===== config.mk =====
export PLATFORM = sky130hd
export DESIGN_NAME = reg_bus_master
export DESIGN_NICKNAME = d
export VERILOG_FILES = /design/src/rtl/reg_bus_master.sv
export SDC_FILE = /design/constraint.sdc
export NUM_CORES = 1
export LEC_CHECK = 0
export BUFFER_PORTS_ARGS = -buffer_cell sky130_fd_sc_hd__buf_2
export CORE_ASPECT_RATIO = 1.25
export CORE_UTILIZATION = 50
export DETAILED_ROUTE_END_ITERATION = 7
export PLACE_DENSITY = 0.72
export SYNTH_ARGS = -nofsm -noshare
export SYNTH_HDL_FRONTEND = slang
export SYNTH_SLANG_ARGS = --single-unit

===== constraint.sdc =====
create_clock -name clk -period 3.2 [get_ports clk]
set_input_delay 0.32 -clock clk [delete_from_list [all_inputs] [get_ports clk]]
set_output_delay 0.32 -clock clk [all_outputs]
set_load 0.1 [all_outputs]

===== src/rtl/reg_bus_master.sv =====
// Register-bus initiator: buffers read/write commands in a small FIFO and
// replays them one at a time as single-cycle wr_en/rd_en strobes. Read data
// and the slave overflow flag come back on a valid/ready response stream.
module reg_bus_master #(
  parameter int unsigned ADDR_W     = 10,
  parameter int unsigned DATA_W     = 32,
  parameter int unsigned FIFO_DEPTH = 4,
  parameter int unsigned RD_LATENCY = 0
) (
  input  logic              clk,
  input  logic              rst,
  input  logic              cmd_valid,
  output logic              cmd_ready,
  input  logic              cmd_write,
  input  logic [ADDR_W-1:0] cmd_addr,
  input  logic [DATA_W-1:0] cmd_wdata,
  output logic              rsp_valid,
  input  logic              rsp_ready,
  output logic [DATA_W-1:0] rsp_rdata,
  output logic              rsp_ovf,
  output logic              wr_en,
  output logic              rd_en,
  output logic [ADDR_W-1:0] addr,
  output logic [DATA_W-1:0] wdata,
  input  logic [DATA_W-1:0] rdata,
  input  logic              overflow,
  output logic              busy
);

  localparam int unsigned PtrW = (FIFO_DEPTH > 1) ? $clog2(FIFO_DEPTH) : 1;
  localparam int unsigned CntW = PtrW + 1;
  localparam int unsigned EntW = 1 + ADDR_W + DATA_W;
  localparam logic [CntW-1:0] Full = CntW'(FIFO_DEPTH);
  // Index of the last WAIT cycle; unused when RD_LATENCY is 0.
  localparam logic [1:0] WaitLast = (RD_LATENCY > 0) ? 2'(RD_LATENCY - 1) : 2'd0;

  typedef enum logic [2:0] {StIdle, StWrite, StRead, StWait, StResp} state_e;

  state_e              state_q, state_d;
  logic [EntW-1:0]     mem_q [FIFO_DEPTH];
  logic [EntW-1:0]     mem_d [FIFO_DEPTH];
  logic [PtrW-1:0]     wr_ptr_q, wr_ptr_d;
  logic [PtrW-1:0]     rd_ptr_q, rd_ptr_d;
  logic [CntW-1:0]     cnt_q, cnt_d;
  logic                cmd_ready_q, cmd_ready_d;
  logic                busy_q, busy_d;
  logic                wr_en_q, wr_en_d;
  logic                rd_en_q, rd_en_d;
  logic [ADDR_W-1:0]   addr_q, addr_d;
  logic [DATA_W-1:0]   wdata_q, wdata_d;
  logic                rsp_valid_q, rsp_valid_d;
  logic [DATA_W-1:0]   rsp_rdata_q, rsp_rdata_d;
  logic                rsp_ovf_q, rsp_ovf_d;
  logic [1:0]          wait_q, wait_d;

  logic                push;
  logic                pop;
  logic [EntW-1:0]     head;
  logic                head_write;
  logic [ADDR_W-1:0]   head_addr;
  logic [DATA_W-1:0]   head_wdata;

  // cmd_ready is a registered copy of "not full", so a full FIFO never accepts.
  assign push       = cmd_valid & cmd_ready_q;
  assign head       = mem_q[rd_ptr_q];
  assign head_write = head[EntW-1];
  assign head_addr  = head[DATA_W +: ADDR_W];
  assign head_wdata = head[DATA_W-1:0];

  // FIFO storage, pointers and occupancy; also derives cmd_ready and busy.
  always_comb begin
    mem_d    = mem_q;
    wr_ptr_d = wr_ptr_q;
    rd_ptr_d = rd_ptr_q;
    cnt_d    = cnt_q;
    if (push) begin
      mem_d[wr_ptr_q] = {cmd_write, cmd_addr, cmd_wdata};
      wr_ptr_d        = wr_ptr_q + PtrW'(1);
    end
    if (pop) begin
      rd_ptr_d = rd_ptr_q + PtrW'(1);
    end
    unique case ({push, pop})
      2'b10:   cnt_d = cnt_q + CntW'(1);
      2'b01:   cnt_d = cnt_q - CntW'(1);
      default: cnt_d = cnt_q;
    endcase
    cmd_ready_d = (cnt_d != Full);
    busy_d      = (cnt_d != '0) || (state_d != StIdle);
  end

  // Bus sequencing FSM: pop in IDLE, one strobe cycle, optional read wait, response.
  always_comb begin
    state_d     = state_q;
    pop         = 1'b0;
    wr_en_d     = 1'b0;
    rd_en_d     = 1'b0;
    addr_d      = addr_q;
    wdata_d     = wdata_q;
    rsp_valid_d = rsp_valid_q;
    rsp_rdata_d = rsp_rdata_q;
    rsp_ovf_d   = rsp_ovf_q;
    wait_d      = wait_q;
    unique case (state_q)
      StIdle: begin
        if (cnt_q != '0) begin
          pop    = 1'b1;
          addr_d = head_addr;
          if (head_write) begin
            wdata_d = head_wdata;
            wr_en_d = 1'b1;
            state_d = StWrite;
          end else begin
            rd_en_d = 1'b1;
            state_d = StRead;
          end
        end
      end
      StWrite: begin
        state_d = StIdle;
      end
      StRead: begin
        if (RD_LATENCY == 0) begin
          rsp_rdata_d = rdata;
          rsp_ovf_d   = overflow;
          rsp_valid_d = 1'b1;
          state_d     = StResp;
        end else begin
          wait_d  = 2'd0;
          state_d = StWait;
        end
      end
      StWait: begin
        if (wait_q == WaitLast) begin
          rsp_rdata_d = rdata;
          rsp_ovf_d   = overflow;
          rsp_valid_d = 1'b1;
          state_d     = StResp;
        end else begin
          wait_d = wait_q + 2'd1;
        end
      end
      StResp: begin
        // Nothing else is popped until the response is taken.
        if (rsp_ready) begin
          rsp_valid_d = 1'b0;
          state_d     = StIdle;
        end
      end
      default: state_d = StIdle;
    endcase
  end

  // FIFO payload storage; flushed logically by resetting the pointers.
  always_ff @(posedge clk) begin
    mem_q <= mem_d;
  end

  // Control and output registers with synchronous reset.
  always_ff @(posedge clk) begin
    if (rst) begin
      state_q     <= StIdle;
      wr_ptr_q    <= '0;
      rd_ptr_q    <= '0;
      cnt_q       <= '0;
      cmd_ready_q <= 1'b1;
      busy_q      <= 1'b0;
      wr_en_q     <= 1'b0;
      rd_en_q     <= 1'b0;
      addr_q      <= '0;
      wdata_q     <= '0;
      rsp_valid_q <= 1'b0;
      rsp_rdata_q <= '0;
      rsp_ovf_q   <= 1'b0;
      wait_q      <= 2'd0;
    end else begin
      state_q     <= state_d;
      wr_ptr_q    <= wr_ptr_d;
      rd_ptr_q    <= rd_ptr_d;
      cnt_q       <= cnt_d;
      cmd_ready_q <= cmd_ready_d;
      busy_q      <= busy_d;
      wr_en_q     <= wr_en_d;
      rd_en_q     <= rd_en_d;
      addr_q      <= addr_d;
      wdata_q     <= wdata_d;
      rsp_valid_q <= rsp_valid_d;
      rsp_rdata_q <= rsp_rdata_d;
      rsp_ovf_q   <= rsp_ovf_d;
      wait_q      <= wait_d;
    end
  end

  assign cmd_ready = cmd_ready_q;
  assign busy      = busy_q;
  assign wr_en     = wr_en_q;
  assign rd_en     = rd_en_q;
  assign addr      = addr_q;
  assign wdata     = wdata_q;
  assign rsp_valid = rsp_valid_q;
  assign rsp_rdata = rsp_rdata_q;
  assign rsp_ovf   = rsp_ovf_q;

endmodule

# Word level (Yosys, flattened, before mapping)

Cells that the tools add are included.

Input bits: 80
Register bits after elaboration: 264

Magnitude comparators: 3
Bitwise operators: 6
$add $sub $neg: 5
Mux-type cells: 23
Reductions and logical operators: 15
Equality and inequality tests: 8

Operators by type and width:

| operator                                                                      | count |
|---|---|
| 172-bit bitwise mux                                                           | 1 |
| 43-bit 2-to-1 mux                                                             | 3 |
| 43-bit binary-select mux with 2-bit select                                    | 1 |
| 43-bit demux with 2-bit select                                                | 1 |
| 32-bit case mux with 2 select lines                                           | 1 |
| 32-bit 2-to-1 mux                                                             | 1 |
| 3-bit case mux with 4 select lines                                            | 1 |
| 3-bit nonzero test                                                            | 4 |
| 3-bit 2-to-1 mux                                                              | 3 |
| 1-bit 2-to-1 mux                                                              | 7 |
| 2-bit by 1-bit adder with 2-bit output (second input constant)                | 3 |
| 3-bit by 2-bit == test with 1-bit output (second input constant)              | 2 |
| 3-bit >= comparator (second input constant)                                   | 2 |
| 2-bit NOT with 3-bit output                                                   | 2 |
| 3-bit case mux with 2 select lines                                            | 1 |
| 2-bit AND reduction                                                           | 3 |
| 3-bit AND reduction                                                           | 2 |
| 2-bit inequality test (second input constant)                                 | 2 |
| 3-bit by 1-bit adder with 3-bit output (second input constant)                | 1 |
| 3-bit == test (second input constant)                                         | 1 |
| 3-bit logical NOT                                                             | 1 |
| 3-bit by 1-bit less-than comparator with 1-bit output (second input constant) | 1 |
| 3-bit inequality test (second input constant)                                 | 1 |
| 1-bit NOT                                                                     | 3 |
| 12 further kinds                                                              | 12 |

# Longest topological paths before layout

Word-level depth: 9
Gate-level depth with buffers: 11

# Worst setup path after synthesis

OpenSTA, ideal clock, no wires.

Path kind: flip-flop to flip-flop
Start point: register state_q[0]
End point: register cmd_ready_q (netlist: cmd_ready)
Required time: 3.068 ns
Path slack: 0.510 ns
Cell stages (with the launch flop): 11
Arrival: 2.558 ns
Clock period less this slack: 2.690 ns
Cell sequence: dfxtp_1 -> nor3_1 -> nand2_1 -> inv_1 -> buf_2 -> ha_1 -> inv_1 -> fa_1 -> nor2b_1 -> mux2_2 -> or3b_2

Cells in the longest elaborated chain, start to end: 5
Elaborated cells on any way between the ends: 6
Classes of those cells: 3 x eq/ne; 2 x mux; 1 x reduce/logical

RTL lines:

| element                                                                          | RTL line | text |
|---|---|---|
| start: declaration                                                               | 39       | `state_e state_q, state_d;` |
| start signal: assignment                                                         | 162      | `state_q <= StIdle;` |
| start signal: assignment                                                         | 177      | `state_q <= state_d;` |
| 3-bit logical NOT (*)                                                            | 104      | `unique case (state_q)` |
| 1-bit 2-to-1 mux (*)                                                             | 104      |  |
| 2-bit by 1-bit == test with 1-bit output / 2-bit == test (equally long branches) | 83       | `unique case ({push, pop})` |
| 3-bit case mux with 2 select lines (*)                                           | 83       |  |
| 3-bit inequality test (*)                                                        | 88       | `cmd_ready_d = (cnt_d != Full);` |
| end signal: assignment                                                           | 181      | `cmd_ready_q <= cmd_ready_d;` |
| end: declaration                                                                 | 45       | `logic cmd_ready_q, cmd_ready_d;` |

Mark *: on every way between the ends. The rest lies on a longest branch, timed or not.
A chain may end at the register's enable or synchronous reset.

# Worst setup path after layout

Start point: register state_q[1]
End point: register cmd_ready_q (netlist: cmd_ready)

The elaborated chain is that of the path after synthesis.

==> results.json <==
{
  "setup_viol": 0,
  "path_max_fanout": 6,
  "hold_class": "primary input to register",
  "drc": 0,
  "ys_types": 29,
  "final_nets": 899,
  "maxSlewHeadroom_pct": 25.4,
  "drv_cap": 0,
  "status": "finished, final reports clean",
  "crit_required_ns": 3.59,
  "wl_mm": 19.3,
  "grt.busiest_layer": "met2",
  "rsz0062_at_grt": "false",
  "postCtsHoldBufs": 6,
  "num_rows": 56,
  "fin_crit_sh_pct": 81.5,
  "grt_pass1_vias": 5796,
  "ys_ff_latch": 264,
  "dr_total_vias": 5690,
  "cp_slowest_cell": "fa_1",
  "yosysWarnings": 0,
  "fin_tns_setup_ns": 0,
  "period_minus_slack_ns": 2.61,
  "port_buffers": 159,
  "slew_viol_final": 0,
  "dieArea_um2": 19700,
  "syn_avg_cell_area_um2": 14.9,
  "drive_above_1_share_pct": 30.8,
  "grt_use_met1_pct": 23.4,
  "cp-end-kind": "register",
  "overflow": 0,
  "powerDensity_nw_per_um2": 1060,
  "coreArea_um2": 18800,
  "avgViaCountPerCell": 5.34,
  "clock_path_buffers": 3,
  "worst_slack_ns": 0.591,
  "clk_pin_slew_ns": 0.06,
  "syn_nets": 729,
  "cpPeakStageDelay_ns": 0.48,
  "ant_nets": 0,
  "clock_latency_ns": 0.52,
  "hold_viol": 0,
  "met3_usage_pct": 3.42,
  "p_leak_nw": 4.19,
  "ys_seq_area_share_pct": 73.2,
  "netlist.area_leader.share_pct": 54.0,
  "path_buf_inv": 2,
  "cts_resized": 0,
  "grt_max_degree": 93,
  "p_total_mw": 12.1,
  "ir_worst_vdd_uv": 699,
  "crit_arrival_ns": 3.00,
  "syn_area_um2": 9570,
  "place_congestion": 0.752,
  "die_h_um": 157,
  "path_class": "register to register",
  "globalRouteMet2Util_pct": 35.2,
  "antenna_found_initial": 3,
  "yosysTopAreaCell": "edfxtp_1",
  "tightestPinTransition_ns": 1.12,
  "syn_inst": 642,
  "dp_hpwl_mm": 11.3,
  "finish.utilization_pct": 61.0,
  "grt_usage_pct": 19.6,
  "clockRootBuffer": "clkbuf_16",
  "die_x_um": 126,
  "clkSinkCount": 264,
  "top_level_ports": 160,
  "drt-initial-drc-count": 307,
  "clock.fmax_ghz": 0.383,
  "post-place-ws_ns": 0.616,
  "cpMostUsedCell": "inv_1",
  "critPathLaunchType": "register",
  "wire_per_inst_um": 18.1,
  "cp_top_family": "simple AND/OR/NAND/NOR gates",
  "grt_pass1_wl_mm": 29.9,
  "cts_buffers": 26,
  "ys_top_cells_by_area": "edfxtp_1 54%, dfxtp_1 19%, mux4_2 10%",
  "h-tree-depth": 1,
  "cts_setup_buffers": 0,
  "start_util_pct": 51.0,
  "cts_tree": "yes",
  "area_growth_pct": 19.6,
  "first_pass_iters": 4,
  "crit_chain": "nor3_1 > nand2_1 > inv_1 > ha_1 > inv_1 > fa_1 > nor2b_1 > mux2_2 > or3b_2",
  "fin_skew_ns": 0.00871
}
[layout make-up]
class	count	area, um2
timing repair buffer	178	961
multi-input combinational	334	2360
inverter	8	30.0
antenna	2	5.00
tap	232	290
fill	1413	7330
clock buffer	39	731
clock inverter	9	66.3
sequential	264	7010
[Yosys cell counts (all sizes together)]
cell type	n
buf	18
dfxtp	92
nor2	12
inv	8
nor3	5
or3	1
nand3	4
xor2	3
ha	6
and3	5
nor3b	1
fa	1
nor4b	1
a31oi	1
nor2b	4
mux2	1
xnor2	4
clkbuf	18
a21oi	81
nand3b	1
or3b	2
edfxtp	172
nand2	155
mux4	43
nand2b	2
o21a	1
[kinds of logic (layout without fill, tap and decap cells)]
family                   Yosys count  count (layout)  share of synthesized area (%)
XOR/XNOR                           7               7                          0.641
AO/OA/AOI/OAI                     83              83                           4.38
multiplexers                      44              44                           10.2
flip-flops                       264             264                           73.2
adder cells (fa/ha/maj)            7               7                          0.993
other                              0               2                              0
AND/OR/NAND/NOR                  193             193                           8.29
buffers and inverters             44             234                           2.26
[power breakdown]
part	switching [mW]	internal, mW
Clock	1.18	1.65
Combinational	3.61	1.09
Sequential	0.297	4.29
[worst register-to-register path: stages, from the launching register on]
cell	delay, ns
dfxtp_1	0.35
nor3_1	0.41
nand2_1	0.13
inv_1	0.09
ha_1	0.17
inv_1	0.06
fa_1	0.48
nor2b_1	0.18
mux2_2	0.19
or3b_2	0.44
[metrics by stage]
stage	hold slack (ns)	instance area, um2	instances
2_1_floorplan	0.419	9570	642
4_1_cts	0.00000300	11400	1062
5_1_grt	0.00611	11400	1065
6_report	0.0143	11500	1066
3_3_place_gp	0.440	10600	1008
3_5_place_dp	0.443	10600	1008
[worst paths after layout]
| check | slack (ns) | endpoint | start | depth (start not counted) |
|---|---|---|---|---|
| min reg2reg | 0.45 | rsp_rdata[3] | rsp_rdata[3] | 2 |
| max | 0.59 | cmd_ready | state_q[1] | 9 |
| max reg2reg | 0.59 | cmd_ready | state_q[1] | 9 |
| min | 0.01 | mem_q[168] | cmd_addr[7] | 1 |
[cells in the final DEF, fill, tap and decap left out, types with 2 or more instances in the layout]
cell / n
nor2_1: 11
clkbuf_16: 27
nor3_1: 5
buf_2: 158
clkinv_1: 5
mux4_2: 43
nand2b_1: 2
inv_1: 8
xnor2_1: 4
dfxtp_1: 90
or3b_2: 2
dlygate4sd3_1: 8
ha_1: 6
clkbuf_1: 11
xor2_1: 3
and3_2: 4
nor2b_1: 4
diode_2: 2
nand2_1: 155
edfxtp_1: 172
a21oi_1: 81
nand3_1: 3
buf_4: 12
clkinv_2: 2
[registers in the layout (all words and copies together), names as in the netlist, 2 cells and up]
register,count
cnt_q,3
rd_ptr_q,2
wait_q,2
rsp_rdata,32
state_q,3
wr_ptr_q,2
wdata,32
addr,10
mem_q,172
[metal layers]
layer / up-vias / part of all wire, % / wire length, um
met3: 45 / 5.5 / 1060
met2: 185 / 51 / 9750
met5: - / 0.041 / 8
li1: 2680 / - / -
met4: 2 / 2.7 / 523
met1: 2778 / 41 / 7950
(Power assumes the default switching activity.)
